<file path="config.mk">
export PLATFORM = sky130hd
export DESIGN_NAME = oc4_vc3_cmd_arb_flat
export DESIGN_NICKNAME = d
export VERILOG_FILES = /design/src/rtl/oc4_vc3_cmd_arb_if.sv /design/src/rtl/oc4_vc3_cmd_arb.sv /design/src/flat_wrapper.sv
export SDC_FILE = /design/constraint.sdc
export NUM_CORES = 1
export LEC_CHECK = 0
export CORE_AREA = 2 2 729 731
export CTS_CLUSTER_DIAMETER = 50
export CTS_CLUSTER_SIZE = 25
export DETAILED_ROUTE_END_ITERATION = 10
export DIE_AREA = 0 0 731 733
export PLACE_DENSITY_LB_ADDON = 0.08
export SLEW_MARGIN = 0
export SYNTH_ARGS = -nofsm -noshare
export SYNTH_HDL_FRONTEND = slang
export SYNTH_SLANG_ARGS = --single-unit
export TNS_END_PERCENT = 10
</file>
<file path="constraint.sdc">
create_clock -name clock -period 5.2 [get_ports clock]
set_input_delay 0.52 -clock clock [delete_from_list [all_inputs] [get_ports clock]]
set_output_delay 0.52 -clock clock [all_outputs]
set_load 0.03 [all_outputs]
</file>
<file path="src/rtl/oc4_vc3_cmd_arb_if.sv">
// oc4_vc3_cmd_arb_if
// Bundles the AFU-side command/data requesters, the TLX credit returns and
// the VC3/DCP3 command path of the arbiter into one interface.
// The slave modport is the arbiter; the master modport is the surrounding
// environment (AFU sources plus TLX), which drives the arbiter inputs.
interface oc4_vc3_cmd_arb_if #(
   parameter int VC3_CW  = 4,
   parameter int DCP3_CW = 6
);
   // TLX credit initialisation and returns
   logic [3:0]          tlx_afu_vc3_initial_credit;
   logic [5:0]          tlx_afu_dcp3_initial_credit;
   logic                tlx_afu_vc3_credit;
   logic                tlx_afu_dcp3_credit;

   // Requester 0
   logic                req0_valid;
   logic [7:0]          req0_opcode;
   logic [15:0]         req0_afutag;
   logic [67:0]         req0_ea;
   logic [1:0]          req0_dl;
   logic                req0_wdata;
   logic                req0_ack;
   logic                req0_data_valid;
   logic [511:0]        req0_data_bus;
   logic                req0_data_ready;

   // Requester 1
   logic                req1_valid;
   logic [7:0]          req1_opcode;
   logic [15:0]         req1_afutag;
   logic [67:0]         req1_ea;
   logic [1:0]          req1_dl;
   logic                req1_wdata;
   logic                req1_ack;
   logic                req1_data_valid;
   logic [511:0]        req1_data_bus;
   logic                req1_data_ready;

   // VC3 command and DCP3 data towards TLX
   logic                afu_tlx_vc3_valid;
   logic [7:0]          afu_tlx_vc3_opcode;
   logic [15:0]         afu_tlx_vc3_afutag;
   logic [67:0]         afu_tlx_vc3_ea_ta_or_obj;
   logic [1:0]          afu_tlx_vc3_dl;
   logic                afu_tlx_dcp3_data_valid;
   logic [511:0]        afu_tlx_dcp3_data_bus;
   logic                afu_tlx_dcp3_data_bdi;

   // Status
   logic [VC3_CW-1:0]   vc3_credit_cnt;
   logic [DCP3_CW-1:0]  dcp3_credit_cnt;
   logic                credit_err;
   logic [15:0]         req0_cmd_count;
   logic [15:0]         req1_cmd_count;

   modport slave (
      input  tlx_afu_vc3_initial_credit, tlx_afu_dcp3_initial_credit,
      input  tlx_afu_vc3_credit, tlx_afu_dcp3_credit,
      input  req0_valid, req0_opcode, req0_afutag, req0_ea, req0_dl, req0_wdata,
      input  req0_data_valid, req0_data_bus,
      input  req1_valid, req1_opcode, req1_afutag, req1_ea, req1_dl, req1_wdata,
      input  req1_data_valid, req1_data_bus,
      output req0_ack, req0_data_ready, req1_ack, req1_data_ready,
      output afu_tlx_vc3_valid, afu_tlx_vc3_opcode, afu_tlx_vc3_afutag,
      output afu_tlx_vc3_ea_ta_or_obj, afu_tlx_vc3_dl,
      output afu_tlx_dcp3_data_valid, afu_tlx_dcp3_data_bus, afu_tlx_dcp3_data_bdi,
      output vc3_credit_cnt, dcp3_credit_cnt, credit_err,
      output req0_cmd_count, req1_cmd_count
   );

   modport master (
      output tlx_afu_vc3_initial_credit, tlx_afu_dcp3_initial_credit,
      output tlx_afu_vc3_credit, tlx_afu_dcp3_credit,
      output req0_valid, req0_opcode, req0_afutag, req0_ea, req0_dl, req0_wdata,
      output req0_data_valid, req0_data_bus,
      output req1_valid, req1_opcode, req1_afutag, req1_ea, req1_dl, req1_wdata,
      output req1_data_valid, req1_data_bus,
      input  req0_ack, req0_data_ready, req1_ack, req1_data_ready,
      input  afu_tlx_vc3_valid, afu_tlx_vc3_opcode, afu_tlx_vc3_afutag,
      input  afu_tlx_vc3_ea_ta_or_obj, afu_tlx_vc3_dl,
      input  afu_tlx_dcp3_data_valid, afu_tlx_dcp3_data_bus, afu_tlx_dcp3_data_bdi,
      input  vc3_credit_cnt, dcp3_credit_cnt, credit_err,
      input  req0_cmd_count, req1_cmd_count
   );
endinterface

</file>
<file path="src/rtl/oc4_vc3_cmd_arb.sv">
// oc4_vc3_cmd_arb
// Round-robin arbiter for two AFU command requesters onto the OCSE4 VC3
// command path, with write-data flit sequencing onto DCP3. A command is only
// issued when one VC3 credit and enough DCP3 credits for its flits are held.
// Optional feature macro: OC4_VC3_ARB_STATS_EN builds per-requester
// issued-command counters; without it the counters read as zero.
module oc4_vc3_cmd_arb #(
   parameter int VC3_CW  = 4,
   parameter int DCP3_CW = 6
) (
   input  logic              clock,
   input  logic              reset,
   oc4_vc3_cmd_arb_if.slave  bus
);

   typedef enum logic [1:0] {INIT, IDLE, DATA} state_t;

   state_t               state_q;
   logic                 rrPtr_q;
   logic                 sel_q;
   logic [2:0]           flitCnt_q;
   logic [VC3_CW-1:0]    vc3Cnt_q, vc3Cnt_d;
   logic [DCP3_CW-1:0]   dcp3Cnt_q, dcp3Cnt_d;
   logic                 creditErr_q, creditErr_d;

   logic                 vc3Valid_q;
   logic [7:0]           vc3Opcode_q;
   logic [15:0]          vc3Afutag_q;
   logic [67:0]          vc3Ea_q;
   logic [1:0]           vc3Dl_q;
   logic                 dcp3Valid_q;
   logic [511:0]         dcp3Bus_q;

   logic [2:0]           cost0, cost1, grantCost;
   logic                 elig0, elig1, grant0, grant1, grant, grantId;
   logic                 ready0, ready1, flitAccept;
   logic [511:0]         selBus;
   logic [VC3_CW:0]      vc3Sum;
   logic [DCP3_CW:0]     dcp3Sum;

   // Number of DCP3 flits a command will need; zero for commands without data
   function automatic logic [2:0] flitCost(input logic wdata, input logic [1:0] dl);
      logic [2:0] cost;
      cost = 3'd0;
      if (wdata) begin
         case (dl)
            2'b10:   cost = 3'd2;
            2'b11:   cost = 3'd4;
            default: cost = 3'd1;
         endcase
      end
      return cost;
   endfunction

   // Eligibility and round-robin grant; the pointer's requester wins ties,
   // and an ineligible requester never holds off the other one
   always_comb begin
      cost0     = flitCost(bus.req0_wdata, bus.req0_dl);
      cost1     = flitCost(bus.req1_wdata, bus.req1_dl);
      elig0     = bus.req0_valid && (vc3Cnt_q != '0) && (dcp3Cnt_q >= DCP3_CW'(cost0));
      elig1     = bus.req1_valid && (vc3Cnt_q != '0) && (dcp3Cnt_q >= DCP3_CW'(cost1));
      grant0    = (state_q == IDLE) && elig0 && (!rrPtr_q || !elig1);
      grant1    = (state_q == IDLE) && elig1 && (rrPtr_q || !elig0);
      grant     = grant0 || grant1;
      grantId   = grant1;
      grantCost = grant1 ? cost1 : (grant0 ? cost0 : 3'd0);
   end

   // Data-phase handshake: only the requester owning the current write is ready
   always_comb begin
      ready0     = (state_q == DATA) && !sel_q;
      ready1     = (state_q == DATA) && sel_q;
      flitAccept = (ready0 && bus.req0_data_valid) || (ready1 && bus.req1_data_valid);
      selBus     = sel_q ? bus.req1_data_bus : bus.req0_data_bus;
   end

   // Credit bookkeeping: returns and consumes in the same cycle net out, and a
   // return that would exceed the counter range saturates and flags an error
   always_comb begin
      vc3Sum      = {1'b0, vc3Cnt_q} + {{VC3_CW{1'b0}}, bus.tlx_afu_vc3_credit}
                    - {{VC3_CW{1'b0}}, grant};
      dcp3Sum     = {1'b0, dcp3Cnt_q} + {{DCP3_CW{1'b0}}, bus.tlx_afu_dcp3_credit}
                    - (DCP3_CW+1)'(grantCost);
      vc3Cnt_d    = vc3Sum[VC3_CW] ? '1 : vc3Sum[VC3_CW-1:0];
      dcp3Cnt_d   = dcp3Sum[DCP3_CW] ? '1 : dcp3Sum[DCP3_CW-1:0];
      creditErr_d = creditErr_q || vc3Sum[VC3_CW] || dcp3Sum[DCP3_CW];
   end

   // Main FSM: credit load, command issue and flit sequencing, all outputs registered
   always_ff @(posedge clock) begin
      if (reset) begin
         state_q     <= INIT;
         rrPtr_q     <= 1'b0;
         sel_q       <= 1'b0;
         flitCnt_q   <= 3'd0;
         vc3Cnt_q    <= '0;
         dcp3Cnt_q   <= '0;
         creditErr_q <= 1'b0;
         vc3Valid_q  <= 1'b0;
         vc3Opcode_q <= 8'd0;
         vc3Afutag_q <= 16'd0;
         vc3Ea_q     <= 68'd0;
         vc3Dl_q     <= 2'd0;
         dcp3Valid_q <= 1'b0;
         dcp3Bus_q   <= 512'd0;
      end else begin
         vc3Valid_q  <= grant;
         dcp3Valid_q <= flitAccept;
         if (grant) begin
            vc3Opcode_q <= grantId ? bus.req1_opcode : bus.req0_opcode;
            vc3Afutag_q <= grantId ? bus.req1_afutag : bus.req0_afutag;
            vc3Ea_q     <= grantId ? bus.req1_ea     : bus.req0_ea;
            vc3Dl_q     <= grantId ? bus.req1_dl     : bus.req0_dl;
         end
         if (flitAccept) begin
            dcp3Bus_q <= selBus;
         end
         case (state_q)
            INIT: begin
               vc3Cnt_q  <= VC3_CW'(bus.tlx_afu_vc3_initial_credit);
               dcp3Cnt_q <= DCP3_CW'(bus.tlx_afu_dcp3_initial_credit);
               state_q   <= IDLE;
            end
            IDLE: begin
               vc3Cnt_q    <= vc3Cnt_d;
               dcp3Cnt_q   <= dcp3Cnt_d;
               creditErr_q <= creditErr_d;
               if (grant) begin
                  rrPtr_q <= ~grantId;
                  sel_q   <= grantId;
                  if (grantCost != 3'd0) begin
                     flitCnt_q <= grantCost;
                     state_q   <= DATA;
                  end
               end
            end
            DATA: begin
               vc3Cnt_q    <= vc3Cnt_d;
               dcp3Cnt_q   <= dcp3Cnt_d;
               creditErr_q <= creditErr_d;
               if (flitAccept) begin
                  flitCnt_q <= flitCnt_q - 3'd1;
                  if (flitCnt_q == 3'd1) begin
                     state_q <= IDLE;
                  end
               end
            end
            default: state_q <= INIT;
         endcase
      end
   end

`ifdef OC4_VC3_ARB_STATS_EN
   logic [15:0] cmdCount0_q, cmdCount1_q;

   // Per-requester issued-command counters, wrapping at 16 bits
   always_ff @(posedge clock) begin
      if (reset) begin
         cmdCount0_q <= 16'd0;
         cmdCount1_q <= 16'd0;
      end else begin
         if (grant0) cmdCount0_q <= cmdCount0_q + 16'd1;
         if (grant1) cmdCount1_q <= cmdCount1_q + 16'd1;
      end
   end

   assign bus.req0_cmd_count = cmdCount0_q;
   assign bus.req1_cmd_count = cmdCount1_q;
`else
   assign bus.req0_cmd_count = 16'd0;
   assign bus.req1_cmd_count = 16'd0;
`endif

   assign bus.req0_ack                 = grant0;
   assign bus.req1_ack                 = grant1;
   assign bus.req0_data_ready          = ready0;
   assign bus.req1_data_ready          = ready1;
   assign bus.afu_tlx_vc3_valid        = vc3Valid_q;
   assign bus.afu_tlx_vc3_opcode       = vc3Opcode_q;
   assign bus.afu_tlx_vc3_afutag       = vc3Afutag_q;
   assign bus.afu_tlx_vc3_ea_ta_or_obj = vc3Ea_q;
   assign bus.afu_tlx_vc3_dl           = vc3Dl_q;
   assign bus.afu_tlx_dcp3_data_valid  = dcp3Valid_q;
   assign bus.afu_tlx_dcp3_data_bus    = dcp3Bus_q;
   assign bus.afu_tlx_dcp3_data_bdi    = 1'b0;
   assign bus.vc3_credit_cnt           = vc3Cnt_q;
   assign bus.dcp3_credit_cnt          = dcp3Cnt_q;
   assign bus.credit_err               = creditErr_q;

endmodule

</file>
<file path="src/flat_wrapper.sv">
// flat-port wrapper written by rule: the top's interface ports become plain ports
module oc4_vc3_cmd_arb_flat 
#(
   parameter int VC3_CW  = 4,
   parameter int DCP3_CW = 6
)
  (clock, reset, bus_tlx_afu_vc3_initial_credit, bus_tlx_afu_dcp3_initial_credit, bus_tlx_afu_vc3_credit, bus_tlx_afu_dcp3_credit, bus_req0_valid, bus_req0_opcode, bus_req0_afutag, bus_req0_ea, bus_req0_dl, bus_req0_wdata, bus_req0_data_valid, bus_req0_data_bus, bus_req1_valid, bus_req1_opcode, bus_req1_afutag, bus_req1_ea, bus_req1_dl, bus_req1_wdata, bus_req1_data_valid, bus_req1_data_bus, bus_req0_ack, bus_req0_data_ready, bus_req1_ack, bus_req1_data_ready, bus_afu_tlx_vc3_valid, bus_afu_tlx_vc3_opcode, bus_afu_tlx_vc3_afutag, bus_afu_tlx_vc3_ea_ta_or_obj, bus_afu_tlx_vc3_dl, bus_afu_tlx_dcp3_data_valid, bus_afu_tlx_dcp3_data_bus, bus_afu_tlx_dcp3_data_bdi, bus_vc3_credit_cnt, bus_dcp3_credit_cnt, bus_credit_err, bus_req0_cmd_count, bus_req1_cmd_count);
  oc4_vc3_cmd_arb_if #(.VC3_CW(VC3_CW), .DCP3_CW(DCP3_CW)) bus_i ();
  input  logic clock;
  input  logic reset;
  input wire logic [$bits(bus_i.tlx_afu_vc3_initial_credit)-1:0] bus_tlx_afu_vc3_initial_credit;
  input wire logic [$bits(bus_i.tlx_afu_dcp3_initial_credit)-1:0] bus_tlx_afu_dcp3_initial_credit;
  input wire logic [$bits(bus_i.tlx_afu_vc3_credit)-1:0] bus_tlx_afu_vc3_credit;
  input wire logic [$bits(bus_i.tlx_afu_dcp3_credit)-1:0] bus_tlx_afu_dcp3_credit;
  input wire logic [$bits(bus_i.req0_valid)-1:0] bus_req0_valid;
  input wire logic [$bits(bus_i.req0_opcode)-1:0] bus_req0_opcode;
  input wire logic [$bits(bus_i.req0_afutag)-1:0] bus_req0_afutag;
  input wire logic [$bits(bus_i.req0_ea)-1:0] bus_req0_ea;
  input wire logic [$bits(bus_i.req0_dl)-1:0] bus_req0_dl;
  input wire logic [$bits(bus_i.req0_wdata)-1:0] bus_req0_wdata;
  input wire logic [$bits(bus_i.req0_data_valid)-1:0] bus_req0_data_valid;
  input wire logic [$bits(bus_i.req0_data_bus)-1:0] bus_req0_data_bus;
  input wire logic [$bits(bus_i.req1_valid)-1:0] bus_req1_valid;
  input wire logic [$bits(bus_i.req1_opcode)-1:0] bus_req1_opcode;
  input wire logic [$bits(bus_i.req1_afutag)-1:0] bus_req1_afutag;
  input wire logic [$bits(bus_i.req1_ea)-1:0] bus_req1_ea;
  input wire logic [$bits(bus_i.req1_dl)-1:0] bus_req1_dl;
  input wire logic [$bits(bus_i.req1_wdata)-1:0] bus_req1_wdata;
  input wire logic [$bits(bus_i.req1_data_valid)-1:0] bus_req1_data_valid;
  input wire logic [$bits(bus_i.req1_data_bus)-1:0] bus_req1_data_bus;
  output wire logic [$bits(bus_i.req0_ack)-1:0] bus_req0_ack;
  output wire logic [$bits(bus_i.req0_data_ready)-1:0] bus_req0_data_ready;
  output wire logic [$bits(bus_i.req1_ack)-1:0] bus_req1_ack;
  output wire logic [$bits(bus_i.req1_data_ready)-1:0] bus_req1_data_ready;
  output wire logic [$bits(bus_i.afu_tlx_vc3_valid)-1:0] bus_afu_tlx_vc3_valid;
  output wire logic [$bits(bus_i.afu_tlx_vc3_opcode)-1:0] bus_afu_tlx_vc3_opcode;
  output wire logic [$bits(bus_i.afu_tlx_vc3_afutag)-1:0] bus_afu_tlx_vc3_afutag;
  output wire logic [$bits(bus_i.afu_tlx_vc3_ea_ta_or_obj)-1:0] bus_afu_tlx_vc3_ea_ta_or_obj;
  output wire logic [$bits(bus_i.afu_tlx_vc3_dl)-1:0] bus_afu_tlx_vc3_dl;
  output wire logic [$bits(bus_i.afu_tlx_dcp3_data_valid)-1:0] bus_afu_tlx_dcp3_data_valid;
  output wire logic [$bits(bus_i.afu_tlx_dcp3_data_bus)-1:0] bus_afu_tlx_dcp3_data_bus;
  output wire logic [$bits(bus_i.afu_tlx_dcp3_data_bdi)-1:0] bus_afu_tlx_dcp3_data_bdi;
  output wire logic [$bits(bus_i.vc3_credit_cnt)-1:0] bus_vc3_credit_cnt;
  output wire logic [$bits(bus_i.dcp3_credit_cnt)-1:0] bus_dcp3_credit_cnt;
  output wire logic [$bits(bus_i.credit_err)-1:0] bus_credit_err;
  output wire logic [$bits(bus_i.req0_cmd_count)-1:0] bus_req0_cmd_count;
  output wire logic [$bits(bus_i.req1_cmd_count)-1:0] bus_req1_cmd_count;
  assign bus_i.tlx_afu_vc3_initial_credit = bus_tlx_afu_vc3_initial_credit;
  assign bus_i.tlx_afu_dcp3_initial_credit = bus_tlx_afu_dcp3_initial_credit;
  assign bus_i.tlx_afu_vc3_credit = bus_tlx_afu_vc3_credit;
  assign bus_i.tlx_afu_dcp3_credit = bus_tlx_afu_dcp3_credit;
  assign bus_i.req0_valid = bus_req0_valid;
  assign bus_i.req0_opcode = bus_req0_opcode;
  assign bus_i.req0_afutag = bus_req0_afutag;
  assign bus_i.req0_ea = bus_req0_ea;
  assign bus_i.req0_dl = bus_req0_dl;
  assign bus_i.req0_wdata = bus_req0_wdata;
  assign bus_i.req0_data_valid = bus_req0_data_valid;
  assign bus_i.req0_data_bus = bus_req0_data_bus;
  assign bus_i.req1_valid = bus_req1_valid;
  assign bus_i.req1_opcode = bus_req1_opcode;
  assign bus_i.req1_afutag = bus_req1_afutag;
  assign bus_i.req1_ea = bus_req1_ea;
  assign bus_i.req1_dl = bus_req1_dl;
  assign bus_i.req1_wdata = bus_req1_wdata;
  assign bus_i.req1_data_valid = bus_req1_data_valid;
  assign bus_i.req1_data_bus = bus_req1_data_bus;
  assign bus_req0_ack = bus_i.req0_ack;
  assign bus_req0_data_ready = bus_i.req0_data_ready;
  assign bus_req1_ack = bus_i.req1_ack;
  assign bus_req1_data_ready = bus_i.req1_data_ready;
  assign bus_afu_tlx_vc3_valid = bus_i.afu_tlx_vc3_valid;
  assign bus_afu_tlx_vc3_opcode = bus_i.afu_tlx_vc3_opcode;
  assign bus_afu_tlx_vc3_afutag = bus_i.afu_tlx_vc3_afutag;
  assign bus_afu_tlx_vc3_ea_ta_or_obj = bus_i.afu_tlx_vc3_ea_ta_or_obj;
  assign bus_afu_tlx_vc3_dl = bus_i.afu_tlx_vc3_dl;
  assign bus_afu_tlx_dcp3_data_valid = bus_i.afu_tlx_dcp3_data_valid;
  assign bus_afu_tlx_dcp3_data_bus = bus_i.afu_tlx_dcp3_data_bus;
  assign bus_afu_tlx_dcp3_data_bdi = bus_i.afu_tlx_dcp3_data_bdi;
  assign bus_vc3_credit_cnt = bus_i.vc3_credit_cnt;
  assign bus_dcp3_credit_cnt = bus_i.dcp3_credit_cnt;
  assign bus_credit_err = bus_i.credit_err;
  assign bus_req0_cmd_count = bus_i.req0_cmd_count;
  assign bus_req1_cmd_count = bus_i.req1_cmd_count;
  oc4_vc3_cmd_arb #(.VC3_CW(VC3_CW), .DCP3_CW(DCP3_CW)) u_core (.clock(clock), .reset(reset), .bus(bus_i));
endmodule
</file>
==> results of run 1 <==
routing by layer:
layer  vias up  wire, um  GRT usage (%)
li1      14893         -              -
met1     15359    145700          15.04
met2      1920    154400          19.66
met3       742     46510          7.293
met4       218     13390          4.188
met5         -      1405              0
logic make-up after synthesis:
kind of cell / count (synthesis) / synth area share (%)
buf+inv: 353 / 6.061
fa+ha+maj: 31 / 1.374
flops: 626 / 42.72
compound gates: 671 / 20.94
other cells: 1 / 0.01278
mux: 514 / 17.54
xor+xnor: 6 / 0.1792
simple gates: 853 / 11.17
metrics by stage:
stage / util [%] / instance area [um^2] / hold slack [ps] / setup WS [ps] / power (uW)
after floorplan: - / 29450 / 448.8 / 1230 / 12840
after global placement: 10.60 / 55920 / 477.5 / 208.3 / 18750
after detailed placement: 10.60 / 55920 / 475.4 / 296.7 / 18740
after CTS: 11.88 / 62650 / 17.29 / 1051 / 31830
after global routing: 11.89 / 62700 / 80.99 / 734.6 / 32590
final: 11.92 / 62870 / 89.72 / 1075 / 30960
worst paths after layout:
check,start,to,cells past startpoint
worst min register to register,u_core.flitCnt_q[2],u_core.flitCnt_q[2],2
worst max-delay path,u_core.bus.dcp3_credit_cnt[5],u_core.bus.dcp3_credit_cnt[2],20
worst max register to register,u_core.bus.dcp3_credit_cnt[5],u_core.bus.dcp3_credit_cnt[2],20
worst min-delay path,reset,u_core.bus.afu_tlx_dcp3_data_bus[51],2
area by class of cell:
| cell class | count | area [um^2] |
|---|---|---|
| Clock inverter | 55 | 847.1 |
| Timing Repair Buffer | 1929 | 19340 |
| Sequential cell | 626 | 12540 |
| Tap cell | 6994 | 8751 |
| Clock buffer | 294 | 5891 |
| Fill cell | 60127 | 464600 |
| Antenna cell | 88 | 220.2 |
| Inverter | 35 | 141.4 |
| Multi-Input combinational cell | 2108 | 15140 |
state kept, by name, summed over array words and instances, names as in the netlist, 2 cells and up:
name	cells
u_core.bus.afu_tlx_vc3_dl	2
u_core.bus.dcp3_credit_cnt	6
u_core.bus.afu_tlx_vc3_opcode	8
u_core.bus.vc3_credit_cnt	4
u_core.state_q	2
u_core.flitCnt_q	3
u_core.bus.afu_tlx_dcp3_data_bus	512
u_core.bus.afu_tlx_vc3_afutag	16
u_core.bus.afu_tlx_vc3_ea_ta_or_obj	68
layout by cell type, fill, tap and decap left out, types with 29 or more instances in the layout:
cell type	n
clkdlybuf4s50_1	1850
nor2_1	634
dfxtp_1	625
mux2i_1	513
a211oi_1	432
clkbuf_16	202
nand2_1	194
a311oi_2	89
diode_2	88
a211oi_2	83
buf_4	60
clkbuf_8	49
clkbuf_1	43
conb_1	33
inv_1	31
ha_1	29
worst reg2reg max path: cells and delay by family (launching register included):
kind	cells	cell delay, ps
AO/OA/AOI/OAI	7	1270
adder cells (fa/ha/maj)	4	1080
buffers and inverters	4	400
flip-flops	1	410
AND/OR/NAND/NOR	5	810
power by group through the flow:
stage	Combinational, uW	Sequential, uW	Clock (uW)
6_report	11900	6550	12600
5_1_grt	12600	6700	13300
4_1_cts	12100	6590	13100
3_5_place_dp	12100	6650	0
3_3_place_gp	12100	6630	0
2_1_floorplan	4400	8430	0
==> flow_summary.yaml, run 1 <==
status:
  status: "finished, final reports clean"
synth:
  avgSynthCellArea_um2: 9.601
  yosysTopAreaCellShare_pct: 42.72
  async_flop_share_pct: 0
  ys_ff_latch: 626
  seq_area_frac_synth_pct: 42.72
  yosysWarnings: 0
  synth_edf_count: 0
  synth_area_um2: 29330
  synth_most_common_cell: "nor2_1"
  netlist.top_cell.by_area: "dfxtp_1"
  synth_common_cells: "634 x nor2_1, 626 x dfxtp_1, 513 x mux2i_1, 432 x a211oi_1, 194 x nand2_1"
  yosys-top-cells-area: "dfxtp_1 43%, mux2i_1 18%, a211oi_1 11%"
  synth.distinct_cells: 60
  synth_ff_type: "dfxtp_1"
  synthCells: 3055
routing:
  detail_route.vias_per_cell: 2.732
  drt_wl_total_um: 361300
  ant_nets: 0
  first_iter_violations: 1627
  wl_per_cell_um: 29.79
  vias: 33132
  firstDrtPassIters: 5
  drc: 0
power_and_ir_drop:
  vdd_drop_max_uv: 288.5
  switching_share_pct: 38.96
  p_int_uw: 18900
  p_leak_uw: 0.01892
  clkPwrFrac_pct: 40.6
  power_switching_uw: 12060
  p_seq_share_pct: 21.2
  p_comb_share_pct: 38.3
  power_density_nw_per_um2: 492.5
clock_network:
  h-tree-depth: 4
  cts_tree: "yes"
  postCtsHoldBufs: 0
  cts_root_buf: "clkbuf_16"
  cts.path.max_buffers: 4
  post_cts_buffers: 0
  cts-buffers-inserted: 199
  cts_resized: 0
  clk_pin_slew_ps: 50
  clk_latency_ps: 870
  cts_sinks: 626
sta:
  clock.fmax_ghz: 0.2424
  setup_tns_ps: 0
  finalHoldViolations: 0
  slew_violations: 0
  layout_min_cycle_time_ps: 4125
  min_period_over_period_pct: 79.33
  report.final.setup_viol: 0
  maxSlewHeadroom_pct: 31.55
  grt_setup_unrepaired: "no"
  finalClockSkew_ps: 60.52
  worstMarginPinSlew_ps: 1027
worst_setup_path:
  cpMaxStageDelayCell: "fa_1"
  worstPathArrival_ps: 4790
  crit_path_max_incr_delay_ps: 440
  crit_type: "register to register"
  critPathBufInv: 4
  startpoint_type: "register"
  required_ps: 5870
  r2r_slack_ps: 1070
  critical_path.top_delay_family: "compound AO/OA/AOI/OAI gates"
  critPathCaptureType: "register"
  crit_chain: "inv_1, ha_1, nor2b_2, and4_1, a32oi_1, nand3_1, inv_2, a22o_1, ha_1, inv_1, ha_1, inv_1, fa_1, nor2b_1, o21a_1, o21ai_1, a21oi_1, nor3_1, o311ai_0, a21oi_1"
  worstPathMaxFanout: 6
finish:
  finalNonFillerCells: 12129
  area_growth_pct: 114.4
  final_layout_size_suffix_gt1_share_pct: 11.39
  nNetsFinal: 6162
global_routing:
  grtUsageTotal_pct: 12.86
  grt.overflow.total: 0
  grt_pass1_wl_um: 434600
  grt_antenna_before_repair: 335
  grt_pass1_vias: 33019
  grt_max_degree: 129
floorplanning:
  core_um2: 527500
  die-area_um2: 535800
  pin_count: 1888
  die_h_um: 733
  core.rowCount: 267
  start_util_pct: 5.561
  dieWidth_um: 731
place:
  dpl.hpwl_um: 309700
  portBuffers: 1854
  dp_cells: 11692
  place.gp.congestion: 0.9645
worst_hold_path:
  min_path_type: "primary input to register"
run:
  cap_violations: 0
No activity file was read; power rests on OpenSTA's default activity.
==> run 2: changes to the inputs <==
- clock period: 5.2 -> 4.3 ns (I/O delays scaled with it)
==> run 2 against run 1 <==
  * Clock skew shrank 36 ps
  * Design area grew 1.5%
  * Fmax grew 3.2%
  * Power grew 26%
  * Largest cell class unchanged
  * Combinational power grew 23%
  * First-iteration DRC count grew 2.5%
==> flow_summary.yaml, run 2 (same netlist as run 1, synthesis figures left out) <==
status:
  status: "finished, final reports clean"
clock_network:
  cts_sinks: 626
  cts_tree: "yes"
  post_cts_buffers: 0
  clk_latency_ps: 850
  cts-buffers-inserted: 205
  postCtsHoldBufs: 0
  h-tree-depth: 4
  cts_root_buf: "clkbuf_16"
  clk_pin_slew_ps: 40
  cts.path.max_buffers: 4
power_and_ir_drop:
  clkPwrFrac_pct: 42.2
  switching_share_pct: 37.88
  p_int_uw: 24140
  p_seq_share_pct: 20.2
  power_switching_uw: 14720
  p_leak_uw: 0.01946
  power_density_nw_per_um2: 608.8
  p_comb_share_pct: 37.6
  vdd_drop_max_uv: 281.1
sta:
  min_period_over_period_pct: 92.93
  report.final.setup_viol: 0
  clock.fmax_ghz: 0.2503
  grt_setup_unrepaired: "no"
  maxSlewHeadroom_pct: 28.78
  finalHoldViolations: 0
  slew_violations: 0
  post-route-worst-setup-slack_ps: 304.1
  hold_slack_ps: 141.9
  worstMarginPinSlew_ps: 1039
  finalClockSkew_ps: 24.59
  setup_tns_ps: 0
  layout_min_cycle_time_ps: 3996
finish:
  final_layout_size_suffix_gt1_share_pct: 12.93
  final_common_cell: "clkdlybuf4s50_1"
  utilization_pct: 12.10
  n_fill_cell: 60016
  area_growth_pct: 117.6
  largest_register_ff_count: 512
  nNetsFinal: 6215
  layout_common_cells: "1,850 x clkdlybuf4s50_1, 634 x nor2_1, 625 x dfxtp_1"
floorplanning:
  core.rowCount: 267
  die_h_um: 733
  pin_count: 1888
  start_util_pct: 5.561
  core_um2: 527500
  dieWidth_um: 731
  die-area_um2: 535800
routing:
  first_iter_violations: 1667
  firstDrtPassIters: 7
  drc: 0
  vias: 33382
  drt_wl_total_um: 360800
  detail_route.vias_per_cell: 2.733
  ant_nets: 0
  wl_per_cell_um: 29.55
worst_hold_path:
  hold_path.startpoint: "reset"
  min_path_type: "primary input to register"
  min_path_cells: 2
  min_to: "u_core.bus.vc3_credit_cnt[0]"
worst_setup_path:
  startpoint_type: "register"
  required_ps: 5000
  crit_type: "register to register"
  worstPathMaxFanout: 4
  r2r_slack_ps: 300
  reg2reg_from: "u_core.bus.dcp3_credit_cnt[4]"
  rr_worst_depth: 20
  critPathCaptureType: "register"
  r2r_end: "u_core.bus.dcp3_credit_cnt[5]"
  worstPathArrival_ps: 4700
global_routing:
  grt_pass1_wl_um: 437400
  grt.overflow.total: 0
  grt_pass1_vias: 33921
  grt_antenna_before_repair: 347
  grtUsageTotal_pct: 12.87
  grt_max_degree: 94
run:
  cap_violations: 0
place:
  place.gp.congestion: 0.9652
  dpl.hpwl_um: 312100
  place_ws_ps: -459.7
  portBuffers: 1854
==> run 2: changes by cell type in the layout (fill, tap and decap cells not counted), moves of 3 or more <==
cell | previous run | this run
clkinv_2 | 27 | 42
buf_4 | 60 | 109
clkinv_16 | 4 | 1
clkbuf_16 | 202 | 206
diode_2 | 88 | 101
clkbuf_1 | 43 | 29
bufinv_16 | 17 | 32
inv_16 | 2 | 5
==> run 2: timing repair <==
action / 4_1_cts / 5_1_grt
endpoints found under the hold margin: 0 / 0
setup endpoints to repair: 0 / 5
resized for setup: 0 / 3
==> run 2: worst max-delay path by stage <==
stage / start / end / slack, ps
6_report: u_core.bus.dcp3_credit_cnt[4] / u_core.bus.dcp3_credit_cnt[5] / 300
3_3_place_gp: bus_req0_wdata / u_core.bus.dcp3_credit_cnt[2] / -490
3_5_place_dp: bus_req0_wdata / u_core.bus.dcp3_credit_cnt[1] / -460
2_1_floorplan: u_core.bus.dcp3_credit_cnt[4] / u_core.bus.dcp3_credit_cnt[2] / 340
4_1_cts: u_core.bus.dcp3_credit_cnt[0] / u_core.bus.dcp3_credit_cnt[1] / 190
5_1_grt: u_core.bus.dcp3_credit_cnt[0] / u_core.bus.dcp3_credit_cnt[5] / 8
==> run 2: worst max-delay path, cell delays in order (launching register included) <==
cell,delay (ps)
dfxtp_1,350
inv_1,110
ha_1,250
nor2b_2,180
and3_1,200
a22o_4,230
nand3_4,100
inv_4,40
a22o_4,250
ha_1,280
inv_1,60
ha_1,160
inv_1,70
fa_1,440
nor2b_1,150
o21a_1,150
o21ai_1,60
a21oi_1,170
nor3_1,110
o41ai_1,360
a21oi_1,120
==> run 2: per-stage QoR <==
stage / instance area, um^2 / std cells / total power (uW)
after floorplan: 29450 / 3087 / 15520
after global placement: 56240 / 11739 / 22900
after detailed placement: 56240 / 11739 / 22900
after CTS: 63570 / 12112 / 39920
after global routing: 63620 / 12127 / 40870
final: 63840 / 12213 / 38860
==> run 2: power by group through the flow <==
stage	registers (uW)	clock network (uW)	logic, uW
6_report	7860	16400	14600
3_3_place_gp	7950	0	15000
2_1_floorplan	10200	0	5320
4_1_cts	7900	17000	15000
5_1_grt	8040	17300	15600
3_5_place_dp	7970	0	14900
==> run 2: layout make-up <==
cell class / instances / area, um^2 / share of cell area, %
repair buffers: 1976 / 19670 / 30.81
well taps: 6994 / 8751 / 13.71
inverters: 35 / 141.4 / 0.2215
clock buffers: 285 / 5952 / 9.324
multi-input cells: 2108 / 15160 / 23.75
flip-flops and latches: 626 / 12540 / 19.64
clock inverters: 88 / 1374 / 2.152
diodes: 101 / 252.7 / 0.3959
==> run 2: routing by layer <==
metal  GRT usage, %  wire length [um]  vias to the layer above
li1               -                 -                    15027
met1          15.25            146000                    15460
met2          19.92            154600                     1891
met3          6.479             43420                      776
met4          4.501             15360                      228
met5              0              1482                        -
==> run 3: changes to the inputs <==
- CELL_PAD_IN_SITES_DETAIL_PLACEMENT: not set -> 1
- CELL_PAD_IN_SITES_GLOBAL_PLACEMENT: not set -> 1
- CORE_AREA: 2 2 729 731 -> 2 2 728 730
- DIE_AREA: 0 0 731 733 -> 0 0 730 732
==> run 3 against run 2 <==
  * Clock skew increased by 40 ps
  * Via count rose by 0.63%
  * Power increased by 0.27%
  * Fmax grew 0.40%
  * Largest power group unchanged
  * Sequential power is essentially flat
  * Combinational power is essentially flat
  * Design area is 0.27% higher
  * First-iteration DRC count decreased by 22%
  * Critical path depth up 1
  * Sequential share of layout area down 0.053 points
==> flow_summary.yaml, run 3 (same netlist as run 1, synthesis figures left out) <==
power_and_ir_drop:
  switching_share_pct: 38.26
  p_seq_share_pct: 20.1
  p_int_uw: 24060
  finalPower_uw: 38970
  power_switching_uw: 14910
  power_density_nw_per_um2: 608.8
  p_leak_uw: 0.01962
  vdd_drop_max_uv: 321.5
  clkPwrFrac_pct: 42.2
  p_comb_share_pct: 37.6
sta:
  slew_violations: 0
  report.final.setup_viol: 0
  grt_setup_unrepaired: "no"
  post-route-worst-setup-slack_ps: 320.2
  finalClockSkew_ps: 64.25
  layout_min_cycle_time_ps: 3980
  maxSlewHeadroom_pct: 29.72
  setup_tns_ps: 0
  clock.fmax_ghz: 0.2513
  hold_slack_ps: 84.73
  finalHoldViolations: 0
  worstMarginPinSlew_ps: 1054
  min_period_over_period_pct: 92.55
floorplanning:
  pin_count: 1888
  die-area_um2: 534400
  start_util_pct: 5.568
  dieWidth_um: 730
  core_um2: 526800
  core.rowCount: 267
  die_h_um: 732
worst_setup_path:
  crit_path_max_incr_delay_ps: 400
  worstPathArrival_ps: 4730
  r2r_slack_ps: 320
  crit_type: "register to register"
  worstPathMaxFanout: 4
  startpoint_type: "register"
  critPathBufInv: 5
  crit_chain: "inv_1, ha_2, nor2b_2, and3_1, a22o_4, nand3_4, inv_4, a22o_1, ha_1, inv_1, ha_1, inv_1, fa_2, nor2b_2, o21a_1, o21ai_1, a21oi_2, o21a_1, nor2_1, buf_4, a311oi_1"
  cpMaxStageDelayCell: "fa_2"
  crit_top_cell: "inv_1"
  critPathCaptureType: "register"
  required_ps: 5050
  critical_path.top_delay_family: "compound AO/OA/AOI/OAI gates"
routing:
  drt_wl_total_um: 361700
  drc: 0
  detail_route.vias_per_cell: 2.756
  firstDrtPassIters: 6
  ant_nets: 0
  wl_per_cell_um: 29.68
  first_iter_violations: 1296
  vias: 33593
clock_network:
  clk_pin_slew_ps: 40
  cts.path.max_buffers: 4
  cts_root_buf: "clkbuf_16"
  cts_tree: "yes"
  cts-buffers-inserted: 211
  cts_sinks: 626
  clk_latency_ps: 910
  h-tree-depth: 4
worst_hold_path:
  min_path_type: "primary input to register"
global_routing:
  grtUsageTotal_pct: 12.98
  grt_max_degree: 91
  grt_pass1_vias: 35047
  grt_pass1_wl_um: 441200
  grt.overflow.total: 0
  grt_antenna_before_repair: 368
finish:
  nNetsFinal: 6229
  final_layout_size_suffix_gt1_share_pct: 13.53
  n_fill_cell: 61140
  final_common_cell: "clkdlybuf4s50_1"
  largest_register_ff_count: 512
  area_growth_pct: 118.2
  layout_common_cells: "1,848 x clkdlybuf4s50_1, 634 x nor2_1, 625 x dfxtp_1"
place:
  dpl.hpwl_um: 310500
  place.gp.congestion: 0.8949
  place_ws_ps: -738.8
  portBuffers: 1854
status:
  status: "finished, final reports clean"
run:
  cap_violations: 0
==> run 3: per-stage QoR <==
| stage | utilization, % | std cells | area (um^2) |
|---|---|---|---|
| 2_1_floorplan | - | 3087 | 29450 |
| 3_3_place_gp | 10.71 | 11746 | 56430 |
| 3_5_place_dp | 10.71 | 11746 | 56430 |
| 4_1_cts | 12.12 | 12139 | 63870 |
| 5_1_grt | 12.13 | 12151 | 63920 |
| 6_report | 12.15 | 12187 | 64010 |
==> run 3: repair_timing <==
| item | CTS | global route |
|---|---|---|
| setup endpoints to repair | 0 | 7 |
| buffers inserted | 0 | 0 |
| resized for setup | 0 | 8 |
| hold buffers | 1 | 0 |
| endpoints found under the hold margin | 1 | 0 |
==> run 3: final cells by class <==
cell class                 count  area [um^2]  share of cell area [%]
multi-input combinational   2108        15170                   23.69
sequential                   626        12540                   19.58
antenna                       48        120.1                  0.1876
inverter                      35        141.4                  0.2209
timing repair buffer        1984        19870                   31.04
clock inverter                91         1169                   1.826
tap                         6994         8751                   13.67
clock buffer                 301         6261                   9.781
==> run 3: path summary, 6_finish.rpt <==
path                                 startpoint                                     to  depth (start not counted)
setup / recovery  u_core.bus.dcp3_credit_cnt[4]          u_core.bus.dcp3_credit_cnt[1]                         21
hold / removal                            reset  u_core.bus.afu_tlx_dcp3_data_bus[216]                          2
setup reg to reg  u_core.bus.dcp3_credit_cnt[4]          u_core.bus.dcp3_credit_cnt[1]                         21
hold reg to reg             u_core.flitCnt_q[2]                    u_core.flitCnt_q[2]                          2
==> run 3: layer usage <==
layer	share of wire, %	GRT usage [%]	vias to the layer above	routed length [um]
met5	0.34	0	-	1241
met4	2.7	2.883	190	9617
met3	12	6.818	804	43040
met2	46	21.51	1880	165600
met1	39	14.68	15744	142200
li1	-	-	14975	-
==> run 3: power groups by stage <==
stage          clock network [uW]  logic [uW]  registers (uW)
4_1_cts                     17200       15100            7890
3_5_place_dp                    0       15100            7970
6_report                    16400       14700            7850
3_3_place_gp                    0       15000            7940
5_1_grt                     17500       15700            8040
2_1_floorplan                   0        5320           10200
==> run 3: worst reg2reg max path, stage by stage, from the launching register on <==
cell	delay [ps]
dfxtp_1	330
inv_1	90
ha_2	230
nor2b_2	180
and3_1	210
a22o_4	230
nand3_4	110
inv_4	30
a22o_1	250
ha_1	290
inv_1	70
ha_1	160
inv_1	70
fa_2	400
nor2b_2	150
o21a_1	160
o21ai_1	80
a21oi_2	170
o21a_1	200
nor2_1	70
buf_4	150
a311oi_1	240
